<file path="src/rtl/beta_exe_mem_unit.sv">
// beta_exe_mem_unit: parametrised execute-stage load/store unit.
// Define BETA_LSU_MISALIGNED_SPLIT_EN to split word-crossing accesses.
module beta_exe_mem_unit #(
  parameter int DataWidth     = 32,
  parameter int AddressWidth  = 32,
  parameter int TimeoutCycles = 64
) (
  input  logic                      clk_i,
  input  logic                      rstn_i,
  input  logic                      lsu_en_i,
  input  logic                      lsu_op_i,
  input  logic [1:0]                lsu_size_i,
  input  logic                      lsu_unsigned_i,
  input  logic [AddressWidth-1:0]   lsu_addr_i,
  input  logic [DataWidth-1:0]      lsu_wdata_i,
  output logic                      lsu_busy_o,
  output logic                      lsu_done_o,
  output logic [DataWidth-1:0]      lsu_result_o,
  output logic                      lsu_err_o,
  output logic [1:0]                lsu_err_cause_o,
  input  logic                      rdata_ready_i,
  input  logic                      rdata_valid_i,
  input  logic [DataWidth-1:0]      rdata_data_i,
  output logic [AddressWidth-1:0]   rdata_addr_o,
  output logic [DataWidth/8-1:0]    rdata_strb_o,
  output logic                      rdata_req_o,
  input  logic                      wdata_ready_i,
  input  logic                      wdata_valid_i,
  output logic [DataWidth-1:0]      wdata_data_o,
  output logic [AddressWidth-1:0]   wdata_addr_o,
  output logic [DataWidth/8-1:0]    wdata_strb_o,
  output logic                      wdata_req_o
);

  localparam int DW = DataWidth;
  localparam int AW = AddressWidth;
  localparam int NB = DW / 8;
  localparam int OW = $clog2(NB);
  localparam int CW = $clog2(TimeoutCycles + 2);

  typedef enum logic [1:0] {
    S_IDLE,
    S_REQ,
    S_WAIT,
    S_DONE
  } state_e;

  state_e state_q, state_d;

  logic          op_q;
  logic [1:0]    size_q;
  logic          uns_q;
  logic [AW-1:0] addr_q;
  logic [DW-1:0] wdata_q;
  logic          split_q;
  logic          beat_q;
  logic [DW-1:0] first_q;
  logic [DW-1:0] result_q;
  logic          err_q;
  logic [1:0]    cause_q;
  logic [CW-1:0] cnt_q;

  logic [OW-1:0] in_off;
  logic [2:0]    in_align;
  logic          in_ill;
  logic          in_mis;
  logic          in_cross;

  always_comb begin
    in_off = lsu_addr_i[OW-1:0];
    unique case (lsu_size_i)
      2'b00:   in_align = 3'd0;
      2'b01:   in_align = 3'd1;
      2'b10:   in_align = 3'd3;
      default: in_align = 3'd7;
    endcase
    in_ill = (lsu_size_i == 2'b11) && (DW != 64);
`ifdef BETA_LSU_MISALIGNED_SPLIT_EN
    in_mis   = 1'b0;
    in_cross = (int'(in_off) + int'(in_align) + 1) > NB;
`else
    in_mis   = (3'(in_off) & in_align) != 3'd0;
    in_cross = 1'b0;
`endif
  end

  logic          rdy, vld, more, tmo, beat_ok;
  logic [OW-1:0] off_q;

  assign off_q = addr_q[OW-1:0];
  assign rdy   = op_q ? wdata_ready_i : rdata_ready_i;
  assign vld   = op_q ? wdata_valid_i : rdata_valid_i;
  assign more  = split_q && !beat_q;
  assign tmo   = (TimeoutCycles != 0) &&
                 (CW'(cnt_q + 1'b1) == CW'(TimeoutCycles));
  assign beat_ok = ((state_q == S_REQ) && rdy && vld) ||
                   ((state_q == S_WAIT) && vld);

  logic [NB-1:0]   size_strb;
  logic [2*NB-1:0] strb_wide;
  logic [2*DW-1:0] wd_wide;
  logic [2*DW-1:0] rd_wide;
  logic [DW-1:0]   rd_lo, rd_hi;
  logic [DW-1:0]   ld_mask, ld_raw, ld_val;
  logic            ld_sign;

  always_comb begin
    unique case (size_q)
      2'b00:   size_strb = NB'(1);
      2'b01:   size_strb = NB'(3);
      2'b10:   size_strb = NB'(15);
      default: size_strb = '1;
    endcase
    strb_wide = {{NB{1'b0}}, size_strb} << off_q;
    wd_wide   = {{DW{1'b0}}, wdata_q} << {off_q, 3'b000};
  end

  // Split loads: first beat supplies the low bytes, current beat the high.
  always_comb begin
    rd_lo   = split_q ? first_q : rdata_data_i;
    rd_hi   = split_q ? rdata_data_i : '0;
    rd_wide = {rd_hi, rd_lo} >> {off_q, 3'b000};
    ld_raw  = rd_wide[DW-1:0];
    unique case (size_q)
      2'b00: begin
        ld_mask = DW'(8'hFF);
        ld_sign = ld_raw[7];
      end
      2'b01: begin
        ld_mask = DW'(16'hFFFF);
        ld_sign = ld_raw[15];
      end
      2'b10: begin
        ld_mask = DW'(32'hFFFF_FFFF);
        ld_sign = ld_raw[31];
      end
      default: begin
        ld_mask = '1;
        ld_sign = ld_raw[DW-1];
      end
    endcase
    ld_val = (ld_raw & ld_mask) |
             ((ld_sign && !uns_q) ? ~ld_mask : '0);
  end

  always_ff @(posedge clk_i) begin
    if (!rstn_i) state_q <= S_IDLE;
    else         state_q <= state_d;
  end

  always_comb begin
    state_d = state_q;
    unique case (state_q)
      S_IDLE: begin
        if (lsu_en_i)
          state_d = (in_ill || in_mis) ? S_DONE : S_REQ;
      end
      S_REQ: begin
        if (rdy) begin
          if (!vld)     state_d = S_WAIT;
          else if (more) state_d = S_REQ;
          else          state_d = S_DONE;
        end
      end
      S_WAIT: begin
        if (vld)      state_d = more ? S_REQ : S_DONE;
        else if (tmo) state_d = S_DONE;
      end
      default: state_d = S_IDLE;
    endcase
  end

  always_ff @(posedge clk_i) begin
    if (!rstn_i) begin
      op_q     <= 1'b0;
      size_q   <= 2'b00;
      uns_q    <= 1'b0;
      addr_q   <= '0;
      wdata_q  <= '0;
      split_q  <= 1'b0;
      beat_q   <= 1'b0;
      first_q  <= '0;
      result_q <= '0;
      err_q    <= 1'b0;
      cause_q  <= 2'b00;
      cnt_q    <= '0;
    end else begin
      if ((state_q == S_IDLE) && lsu_en_i) begin
        op_q     <= lsu_op_i;
        size_q   <= lsu_size_i;
        uns_q    <= lsu_unsigned_i;
        addr_q   <= lsu_addr_i;
        wdata_q  <= lsu_wdata_i;
        split_q  <= in_cross;
        beat_q   <= 1'b0;
        result_q <= '0;
        err_q    <= in_ill || in_mis;
        cause_q  <= in_ill ? 2'b11 : (in_mis ? 2'b01 : 2'b00);
      end
      if (beat_ok) begin
        if (more) begin
          first_q <= rdata_data_i;
          beat_q  <= 1'b1;
        end else if (!op_q) begin
          result_q <= ld_val;
        end
      end
      if ((state_q == S_WAIT) && !vld) begin
        cnt_q <= cnt_q + 1'b1;
        if (tmo) begin
          err_q   <= 1'b1;
          cause_q <= 2'b10;
        end
      end else begin
        cnt_q <= '0;
      end
    end
  end

  logic [AW-1:0] beat_addr;
  logic [NB-1:0] beat_strb;
  logic [DW-1:0] beat_wd;
  logic          in_req, done;

  always_comb begin
    beat_addr = {addr_q[AW-1:OW], {OW{1'b0}}} +
                (beat_q ? AW'(NB) : '0);
    beat_strb = beat_q ? strb_wide[2*NB-1:NB] : strb_wide[NB-1:0];
    beat_wd   = beat_q ? wd_wide[2*DW-1:DW] : wd_wide[DW-1:0];
    in_req    = (state_q == S_REQ);
    done      = (state_q == S_DONE);

    lsu_busy_o      = in_req || (state_q == S_WAIT);
    lsu_done_o      = done;
    lsu_result_o    = done ? result_q : '0;
    lsu_err_o       = done && err_q;
    lsu_err_cause_o = done ? cause_q : 2'b00;

    rdata_req_o  = in_req && !op_q;
    rdata_addr_o = rdata_req_o ? beat_addr : '0;
    rdata_strb_o = rdata_req_o ? beat_strb : '0;
    wdata_req_o  = in_req && op_q;
    wdata_addr_o = wdata_req_o ? beat_addr : '0;
    wdata_strb_o = wdata_req_o ? beat_strb : '0;
    wdata_data_o = wdata_req_o ? beat_wd : '0;
  end

endmodule

</file>
<file path="config.mk">
export PLATFORM = sky130hd
export DESIGN_NAME = beta_exe_mem_unit
export DESIGN_NICKNAME = d
export VERILOG_FILES = /design/src/rtl/beta_exe_mem_unit.sv
export SDC_FILE = /design/constraint.sdc
export NUM_CORES = 1
export LEC_CHECK = 0
export BUFFER_PORTS_ARGS = -buffer_cell sky130_fd_sc_hd__buf_4
export CAP_MARGIN = 40
export CORE_UTILIZATION = 49
export CTS_CLUSTER_DIAMETER = 100
export CTS_CLUSTER_SIZE = 14
export DETAILED_ROUTE_END_ITERATION = 10
export GPL_ROUTABILITY_DRIVEN = 0
export GPL_TIMING_DRIVEN = 0
export PLACE_DENSITY = 0.83
export SLEW_MARGIN = 20
export SYNTH_ARGS = -nofsm -noshare
export SYNTH_HDL_FRONTEND = slang
export SYNTH_SLANG_ARGS = --single-unit
export TNS_END_PERCENT = 5
</file>
<file path="constraint.sdc">
create_clock -name clk_i -period 2.43 [get_ports clk_i]
set_clock_uncertainty 0.05 [all_clocks]
set_input_delay 0.486 -clock clk_i [delete_from_list [all_inputs] [get_ports clk_i]]
set_output_delay 0.486 -clock clk_i [all_outputs]
set_load 0.05 [all_outputs]
</file>
==> out/metrics.yaml, run 1 <==
run_status:
  outcome: "complete, no violations"
setup_path:
  path_max_fanout: 10
  worstPathCellList: "buf_8 > clkbuf_16 > buf_12 > mux2i_4 > a211oi_2 > buf_6"
  endpoint_kind: "primary output"
  worstPathRequired_ns: 1.89
  critPathMaxStageDelay_ns: 0.34
  crit_arrival_ns: 1.88
  cp-start-kind: "flop"
  worstSetupPathType: "reg2out"
  cp_slowest_cell: "a211oi_2"
grt:
  grt_util_all_layers: 0.3165
  grt_max_degree: 20
  grt_pass1_wl_um: 31730
  antenna_found_initial: 0
  grt_pass1_vias: 6161
  grt_overflow_total: 0
route:
  via_count: 6666
  wire_per_inst_um: 16.71
  drt_iter0_markers: 579
  antenna_left: 0
  vias_per_cell: 5.393
  wl_um: 20650
  drtPass1Iterations: 5
  drc: 0
timing:
  final_max_slew_viol_count: 0
  fin_crit_sh: 0.9940
  grt_setup_unrepaired: "true"
  hold_viol_final: 0
  maxSlewHeadroom: 0.6116
  final-setup-viol-count: 0
  max_freq_mhz: 414.0
  holdWs_ns: 0.3295
  worst_pin_slew_ns: 0.5826
  min_period_ns: 2.416
placed_design:
  dp_hpwl_um: 15240
  place_area_um2: 8190
  io_buffers: 244
  dp.cells: 1217
synth:
  synth_top_flop_cell: "dfxtp_1"
  yosys-top-cells-count: "152 x nand2_1, 112 x dfxtp_1, 92 x a21oi_1"
  yosysUniqueCellTypes: 49
  synth_edf_count: 0
  postSynthCellCount: 802
  avgSynthCellArea_um2: 7.605
  ys_warn_count: 0
  synth_top_area_share: 0.3676
  synth_seq_cells: 112
  syn_area_um2: 6100
  synth_largest_area_cell: "dfxtp_1"
  async_flop_share: 0
  yosysMostFrequentCell: "nand2_1"
  synthTopCellsByArea: "dfxtp_1 37%, nand2_1 9.4%, and2_1 7.7%, a21oi_1 7.5%, mux2i_1 6.2%"
  yosysSeqAreaShare: 0.3676
die:
  std_cell_rows: 40
  io_pins: 250
  initial_core_util: 0.5057
  die_y_um: 113.6
  coreArea_um2: 12060
  fp.dieArea_um2: 12900
  die_w_um: 113.6
power_and_ir_drop:
  vdd_drop_max_v: 0.0003814
  power.density_nw_per_um2: 761.7
  leakagePower_nw: 3.850
  power_mw: 6.762
finish:
  fin_nets: 1176
  syn2layout_area_growth_pct: 45.56
  fin_cells: 1236
  fin_area_um2: 8879
  antenna_cells: 0
  drive_gt1_frac: 0.3249
  fillers: 938
  finalCoreUtilization: 0.7361
worst_hold_path:
  min_path_type: "in2reg"
clocking:
  cts_buffer_depth: 2
  numCtsBuffers: 9
  clkTransAtPathRegs_ns: 0.07
  clock_sinks: 112
  htree_levels: 3
  clk-insertion-delay-late_ns: 0.35
  cts_hold_buf: 0
  ctsRootBufferMaster: "clkbuf_16"
  cts_tree: "yes"
flow_run:
  cap_violations: 0
==> metrics by stage <==
stage	setup WS (ns)	TNS, ns
global placement	-0.2691	-5.914
CTS	-0.001329	-0.001329
detailed placement	-0.2632	-6.295
floorplan	-0.4473	-5.896
global route	-0.1100	-1.382
finish	0.01448	0
==> critical path: cells and delay by family, from the launching register on <==
family	cells	cell delay [ns]
buffers and inverters	4	0.65
flip-flops	1	0.33
multiplexers	1	0.20
AO/OA/AOI/OAI	1	0.34
==> cell families after synthesis <==
logic type / after synthesis / synth area share
other: 1 / 0.0006148
XOR/XNOR: 5 / 0.007181
flip-flops: 112 / 0.3676
AO/OA/AOI/OAI: 194 / 0.1963
multiplexers: 39 / 0.06461
AND/OR/NAND/NOR: 365 / 0.2968
adder cells (fa/ha/maj): 5 / 0.01026
buffers and inverters: 81 / 0.05661
==> routing by layer <==
layer  wire length [µm]  up-vias  GRT usage
li1                   -     3236          -
met1               8615     3087     0.4031
met2               9831      297     0.5293
met3               1633       46    0.06695
met4                571        0     0.1123
met5                  0        -          0
==> worst paths after layout <==
| check | from | cells past startpoint | end | slack, ns |
|---|---|---|---|---|
| worst min-delay path | lsu_wdata_i[19] | 3 | wdata_q[19]$_SDFFE_PN0P_ | 0.33 |
| worst min register to register | wdata_q[28]$_SDFFE_PN0P_ | 2 | wdata_q[28]$_SDFFE_PN0P_ | 0.40 |
| worst max-delay path | addr_q[1]$_SDFFE_PN0P_ | 6 | wdata_data_o[30] | 0.01 |
| worst max register to register | state_q[1]$_SDFFE_PN0P_ | 9 | result_q[10]$_SDFF_PN0_ | 0.14 |
==> layout by cell type (no fill, tap or decap), types with 2 or more instances in the layout <==
master,instances
nor2_2,7
and3b_1,7
mux2i_1,30
and2_1,74
buf_1,2
clkbuf_2,8
o21a_1,3
mux2i_4,8
nand3_1,3
a21oi_1,89
a31oi_1,7
ha_1,4
and3_1,31
xnor2_1,3
nand2_1,151
xor2_1,2
nor2_1,40
inv_4,2
clkbuf_8,3
nor3_1,4
or2_2,8
nor2b_1,26
clkbuf_4,3
buf_12,3
a21boi_0,21
a211oi_2,8
a21oi_2,4
a211oi_1,39
clkbuf_1,38
buf_2,2
dfxtp_2,2
o21ai_0,13
buf_6,18
inv_1,5
buf_4,245
clkbuf_16,10
conb_1,4
clkinv_4,2
dfxtp_1,109
==> what timing repair did <==
item | 4_1_cts | 5_1_grt
pin swaps | 5 | 3
buffers inserted | 5 | 2
endpoints found under the setup margin | 104 | 121
cloned | 0 | 0
gates resized for setup | 72 | 40
==> layout make-up <==
type,instances,area (µm²),share of cell area
Sequential cell,112,2248,0.2532
Timing Repair Buffer,251,1941,0.2186
Buffer,70,434.2,0.04890
Clock buffer,12,256.5,0.02889
Tap cell,168,210.2,0.02368
Inverter,8,35.03,0.003946
Clock inverter,3,26.28,0.002959
Multi-Input combinational cell,612,3727,0.4198
==> sequential cells by signal, summed over array words and instances, names as in the netlist <==
register / count
addr_q: 32
cnt_q: 7
wdata_q: 32
op_q: 1
state_q: 2
uns_q: 1
size_q: 2
result_q: 32
cause_q: 2
err_q: 1
==> power breakdown <==
| part | leakage (nW) | total (mW) | switching [mW] | internal [mW] |
|---|---|---|---|---|
| clock network | 0.139 | 1.44 | 0.685 | 0.756 |
| logic | 2.79 | 2.86 | 1.80 | 1.06 |
| registers | 0.917 | 2.46 | 0.271 | 2.19 |
| total | 3.85 | 6.76 | 2.76 | 4.00 |
(Power assumes the default switching activity.)
==> inputs of run 2 (changes only) <==
PLACE_DENSITY = 0.78   (was 0.83)
clock period = 2.3 ns   (was 2.43 ns; I/O delays follow)
==> run 2 against run 1 <==
Net effect:
- the run now ends with negative setup slack left
- flip-flop and latch count is the same
- wire length increased by 1.4%
- non-clock buffer count increased by 1
- count of clock-buffer cells in the layout is 3 lower
- design area rose by 1.5%
- combinational power rose by 7%
- sequential power rose by 6%
- largest cell class unchanged
==> out/metrics.yaml, run 2 (same netlist as run 1, synthesis figures left out) <==
run_status:
  outcome: "finished, violations left"
  violations: "negative setup slack"
finish:
  seq_area_um2: 2248  # unchanged
  syn2layout_area_growth_pct: 47.67
  antenna_cells: 0  # unchanged
  finalCoreUtilization: 0.7468  # +0.01068
  fillers: 974  # +3.8%
  top_regs: "addr_q x32, result_q x32, wdata_q x32"
  final_common_cell: "buf_4"
  multi_input_area_um2: 3717  # -0.27%
  fin_cells: 1238  # +0.16%
  drive_gt1_frac: 0.3346  # +0.009673
  fin_nets: 1177  # +0.085%
  layout_common_cells: "225 x buf_4, 151 x nand2_1, 109 x dfxtp_1"
clocking:
  htree_levels: 3  # unchanged
  numCtsBuffers: 9  # unchanged
  cts_buffer_depth: 2  # unchanged
  ctsRootBufferMaster: "clkbuf_16"
  clkTransAtPathRegs_ns: 0.08  # about the same
  cts_tree: "yes"
  clock_sinks: 112  # unchanged
  clk-insertion-delay-late_ns: 0.36  # about the same
route:
  wl_um: 20950  # +1.4%
  drtPass1Iterations: 5  # unchanged
  via_count: 6688  # +0.33%
  vias_per_cell: 5.402  # +0.17%
  drc: 0  # unchanged
  wire_per_inst_um: 16.92  # +1.3%
  antenna_left: 0  # unchanged
  drt_iter0_markers: 389  # -33%
die:
  std_cell_rows: 40  # unchanged
  fp.dieArea_um2: 12900  # unchanged
  initial_core_util: 0.5057  # unchanged
  die_w_um: 113.6  # unchanged
  die_y_um: 113.6  # unchanged
  io_pins: 250  # unchanged
  coreArea_um2: 12060  # unchanged
power_and_ir_drop:
  vdd_drop_max_v: 0.0005474  # +44%
  power.density_nw_per_um2: 807.3  # +6.0%
  power_mw: 7.272  # +7.5%
  leakagePower_nw: 3.892  # +1.1%
grt:
  grt_util_all_layers: 0.3174  # +0.0009108
  grt_pass1_vias: 6316  # +2.5%
  grt_max_degree: 20  # unchanged
  antenna_found_initial: 0  # unchanged
  grt_overflow_total: 0  # unchanged
  grt_pass1_wl_um: 31910  # +0.56%
timing:
  final-setup-viol-count: 31  # +31
  grt_setup_unrepaired: "true"
  maxSlewHeadroom: 0.6405  # +0.02889
  hold_viol_final: 0  # unchanged
  fin_crit_sh: 1.040
  min_period_ns: 2.393
  timing.final.ws_setup_ns: -0.09267  # -0.1071 ns
  worst_pin_slew_ns: 0.5392  # -0.04333 ns
  max_freq_mhz: 417.9
  final_max_slew_viol_count: 0  # unchanged
  tns_ns: -0.8859  # -0.8859 ns
placed_design:
  dp_slack_ns: -0.4550  # -0.1918 ns
  dp_hpwl_um: 15280  # +0.30%
  dp.cells: 1217  # unchanged
  io_buffers: 244  # unchanged
setup_path:
  worstPathRequired_ns: 1.79  # -0.10 ns
  cp-start-kind: "flop"
  worstSetupPathType: "reg2out"
  endpoint_kind: "primary output"
  crit_arrival_ns: 1.88  # about the same
  path_max_fanout: 6  # -4
worst_hold_path:
  min_path_type: "in2reg"
flow_run:
  cap_violations: 0  # unchanged
==> run 2: cell types whose count changed in the layout (fill, tap and decap cells not counted), moves of 3 or more <==
cell	previous run	this run
nor3_1	4	1
buf_4	245	225
buf_8	1	6
clkbuf_1	38	35
nor3_2	0	3
buf_6	18	34
mux2i_4	8	4
a211oi_1	39	36
a211oi_2	8	11
clkbuf_4	3	7
==> run 2: layout make-up <==
cell class	instances	area share
Timing Repair Buffer	253	0.2289
Clock buffer	9	0.02500
Sequential cell	112	0.2496
Buffer	69	0.04876
Tap cell	168	0.02334
Multi-Input combinational cell	612	0.4127
Clock inverter	7	0.008057
Inverter	8	0.003612
==> run 2: what timing repair did <==
item | 4_1_cts | 5_1_grt
buffers inserted | 7 | 1
hold endpoints to repair | 0 | 0
pin swaps | 7 | 7
setup endpoints to repair | 167 | 195
hold buffers | 0 | 0
resized for setup | 92 | 40
cloned | 1 | 0
==> run 2: final timing paths <==
path                            start                  endpoint  slack, ns  cells after the start
max           state_q[1]$_SDFFE_PN0P_           wdata_data_o[3]      -0.09                      8
min                    lsu_addr_i[15]   addr_q[15]$_SDFFE_PN0P_       0.29                      3
max reg2reg   state_q[1]$_SDFFE_PN0P_    result_q[8]$_SDFF_PN0_       0.04                      9
min reg2reg  wdata_q[30]$_SDFFE_PN0P_  wdata_q[30]$_SDFFE_PN0P_       0.41                      2
==> run 2: where the power goes <==
part           switching, mW  internal, mW  total [mW]
Combinational           1.92          1.14        3.06
Clock                  0.769         0.846        1.62
Sequential             0.283          2.31        2.60
==> run 2: critical path, cell delays in order, from the launching register on <==
cell,delay (ns)
dfxtp_4,0.37
inv_4,0.07
ha_4,0.16
nand2_2,0.07
or2_4,0.27
nor2_4,0.15
buf_6,0.13
and2_1,0.13
buf_6,0.16
==> run 2: stage by stage <==
stage               instance area [µm²]  hold slack [ns]
detailed placement                 8212           0.3972
global placement                   8212           0.3892
finish                             9007           0.2925
floorplan                          6170           0.3818
CTS                                8877           0.2880
global route                       9007           0.2976
==> run 2: per-layer routing <==
layer  vias to the layer above  part of all wire  global-route usage
li1                       3231                 -                   -
met1                      3109              0.43              0.3922
met2                       294              0.47              0.5256
met3                        54             0.068             0.06854
met4                         0             0.034              0.1535
met5                         -                 0                   0
==> inputs of run 3 (changes only) <==
CORE_UTILIZATION = 37   (was 49)
PLACE_DENSITY = 0.64   (was 0.78)
clock period = 2.2 ns   (was 2.3 ns; I/O delays follow)
==> run 3 against run 2 <==
Net effect:
- the flow still finishes with violations (negative setup slack)
- flip-flop and latch count did not move
- count of clock-buffer cells in the layout unchanged
- sequential share of layout area decreased by 1.5 points
- worst hold slack lost 0.028 ns
- register-to-register slack better by 0.03 ns
- core utilization shrank 15 points
- cell count up 4.7%
- wire length is 6.2% higher
- die area rose by 32%
- clock power up 12%
- sequential power rose by 5%
- critical path depth is the same
- largest cell class unchanged
==> out/metrics.yaml, run 3 (same netlist as run 1, synthesis figures left out) <==
route:
  drt_iter0_markers: 345  # -11%
  wl_um: 22250  # +6.2%
  antenna_left: 0  # unchanged
  drc: 0  # unchanged
  vias_per_cell: 5.071  # -6.1%
  via_count: 6572  # -1.7%
  wire_per_inst_um: 17.17  # +1.5%
  drtPass1Iterations: 5  # unchanged
placed_design:
  dp_hpwl_um: 16170  # +5.8%
  dp.cells: 1265  # +3.9%
  dp_slack_ns: -0.5563  # -0.1013 ns
  io_buffers: 244  # unchanged
  place_area_um2: 8349  # +1.7%
finish:
  drive_gt1_frac: 0.3722  # +0.03764
  fin_cells: 1296  # +4.7%
  layout_common_cells: "188 x buf_4, 151 x nand2_1, 107 x dfxtp_1"
  antenna_cells: 0  # unchanged
  final_common_cell: "buf_4"
  syn2layout_area_growth_pct: 57.07
  fin_nets: 1187  # +0.85%
  fin_area_um2: 9580  # +6.4%
  finalCoreUtilization: 0.5988  # -0.1480
  fillers: 1568  # +61%
  top_regs: "addr_q x32, result_q x32, wdata_q x32"
power_and_ir_drop:
  power_mw: 7.949  # +9.3%
  leakagePower_nw: 4.050  # +4.1%
  power.density_nw_per_um2: 829.8  # +2.8%
  vdd_drop_max_v: 0.0004351  # -21%
clocking:
  cts_buffer_depth: 2  # unchanged
  clk-insertion-delay-late_ns: 0.36  # about the same
  clock_sinks: 112  # unchanged
  cts_tree: "yes"
  clkTransAtPathRegs_ns: 0.08  # about the same
  cts_hold_buf: 0  # unchanged
  numCtsBuffers: 9  # unchanged
  htree_levels: 3  # unchanged
  ctsRootBufferMaster: "clkbuf_16"
grt:
  antenna_found_initial: 0  # unchanged
  grt_util_all_layers: 0.2545  # -0.06289
  grt_pass1_vias: 6034  # -4.5%
  grt_max_degree: 22  # +10%
  grt_pass1_wl_um: 32970  # +3.3%
  grt_overflow_total: 0  # unchanged
die:
  coreArea_um2: 16000  # +33%
  std_cell_rows: 46  # +15%
  die_y_um: 130.4  # +15%
  initial_core_util: 0.3812  # -0.1245
  io_pins: 250  # unchanged
  die_w_um: 130.4  # +15%
  fp.dieArea_um2: 17000  # +32%
timing:
  final-setup-viol-count: 44  # +42%
  final_max_slew_viol_count: 0  # unchanged
  min_period_ns: 2.349
  max_freq_mhz: 425.7
  timing.final.ws_setup_ns: -0.1490  # -0.05632 ns
  grt_setup_unrepaired: "true"
  tns_ns: -2.998  # -2.113 ns
  worst_pin_slew_ns: 0.5510  # +0.01172 ns
  fin_crit_sh: 1.068
  maxSlewHeadroom: 0.6327  # -0.007811
  hold_viol_final: 0  # unchanged
  holdWs_ns: 0.2648  # -0.02769 ns
setup_path:
  reg2reg_depth: 9  # unchanged
  r2r_end: "result_q[12]$_SDFF_PN0_"
  crit_arrival_ns: 1.86  # -0.02 ns
  endpoint_kind: "primary output"
  path_max_fanout: 11  # +5
  reg2reg_slack_ns: 0.07  # +0.03 ns
  worstPathRequired_ns: 1.71  # -0.08 ns
  rr_startpoint: "state_q[1]$_SDFFE_PN0P_"
  worstSetupPathType: "reg2out"
  cp-start-kind: "flop"
worst_hold_path:
  hold_end: "wdata_q[25]$_SDFFE_PN0P_"
  min_path_type: "in2reg"
  min-delay-start: "lsu_wdata_i[25]"
  hold_path_depth: 3  # unchanged
run_status:
  violations: "negative setup slack"
  outcome: "finished, violations left"
flow_run:
  cap_violations: 0  # unchanged
[run 3: cell count changes in the layout (fill, tap and decap cells not counted), sizes merged]
cell / delta
buf: +15
clkbuf: -6
inv: +3
clkinvlp: -2
clkinv: -1
nor2: +1
[run 3: critical path, stage by stage (launching register included)]
cell and delay, ns:
dfxtp_2 0.34, buf_6 0.12, clkbuf_16 0.17, buf_12 0.14, mux2i_1 0.28, nor2_1 0.07
a21oi_1 0.16, nor2_2 0.06, buf_6 0.15
[run 3: worst max path at each step]
stage                             from                to  slack, ns
2_1_floorplan   addr_q[1]$_SDFFE_PN0P_  wdata_data_o[17]      -0.23
3_3_place_gp    addr_q[0]$_SDFFE_PN0P_  wdata_data_o[31]      -0.54
3_5_place_dp    addr_q[0]$_SDFFE_PN0P_  wdata_data_o[31]      -0.56
4_1_cts        state_q[1]$_SDFFE_PN0P_   wdata_data_o[7]      -0.17
5_1_grt         addr_q[1]$_SDFFE_PN0P_  wdata_data_o[17]      -0.20
6_report        addr_q[1]$_SDFFE_PN0P_  wdata_data_o[17]      -0.15
[run 3: what timing repair did]
item,4_1_cts,5_1_grt
resized for setup,120,107
cloned,1,3
hold endpoints to repair,0,0
pin swaps,12,10
endpoints found under the setup margin,166,173
setup buffers,4,10
[run 3: area by class of cell]
| class | instances | area, µm² | area share |
|---|---|---|---|
| buffer | 70 | 495.5 | 0.05172 |
| clock inverter | 7 | 100.1 | 0.01045 |
| sequential | 112 | 2251 | 0.2349 |
| inverter | 8 | 32.53 | 0.003396 |
| multi-input combinational | 613 | 3855 | 0.4024 |
| timing repair buffer | 261 | 2351 | 0.2454 |
| clock buffer | 9 | 225.2 | 0.02351 |
| tap | 216 | 270.3 | 0.02821 |
[run 3: per-layer routing]
metal | share of wire | GRT usage | vias to the layer above
li1 | - | - | 3251
met1 | 0.43 | 0.3346 | 3028
met2 | 0.48 | 0.4152 | 268
met3 | 0.076 | 0.05945 | 25
met4 | 0.017 | 0.07505 | 0
met5 | 0 | 0 | -
[run 3: power breakdown]
group | total [mW] | switching, mW | internal [mW]
sequential | 2.72 | 0.301 | 2.42
combinational | 3.42 | 2.09 | 1.33
clock | 1.81 | 0.886 | 0.924
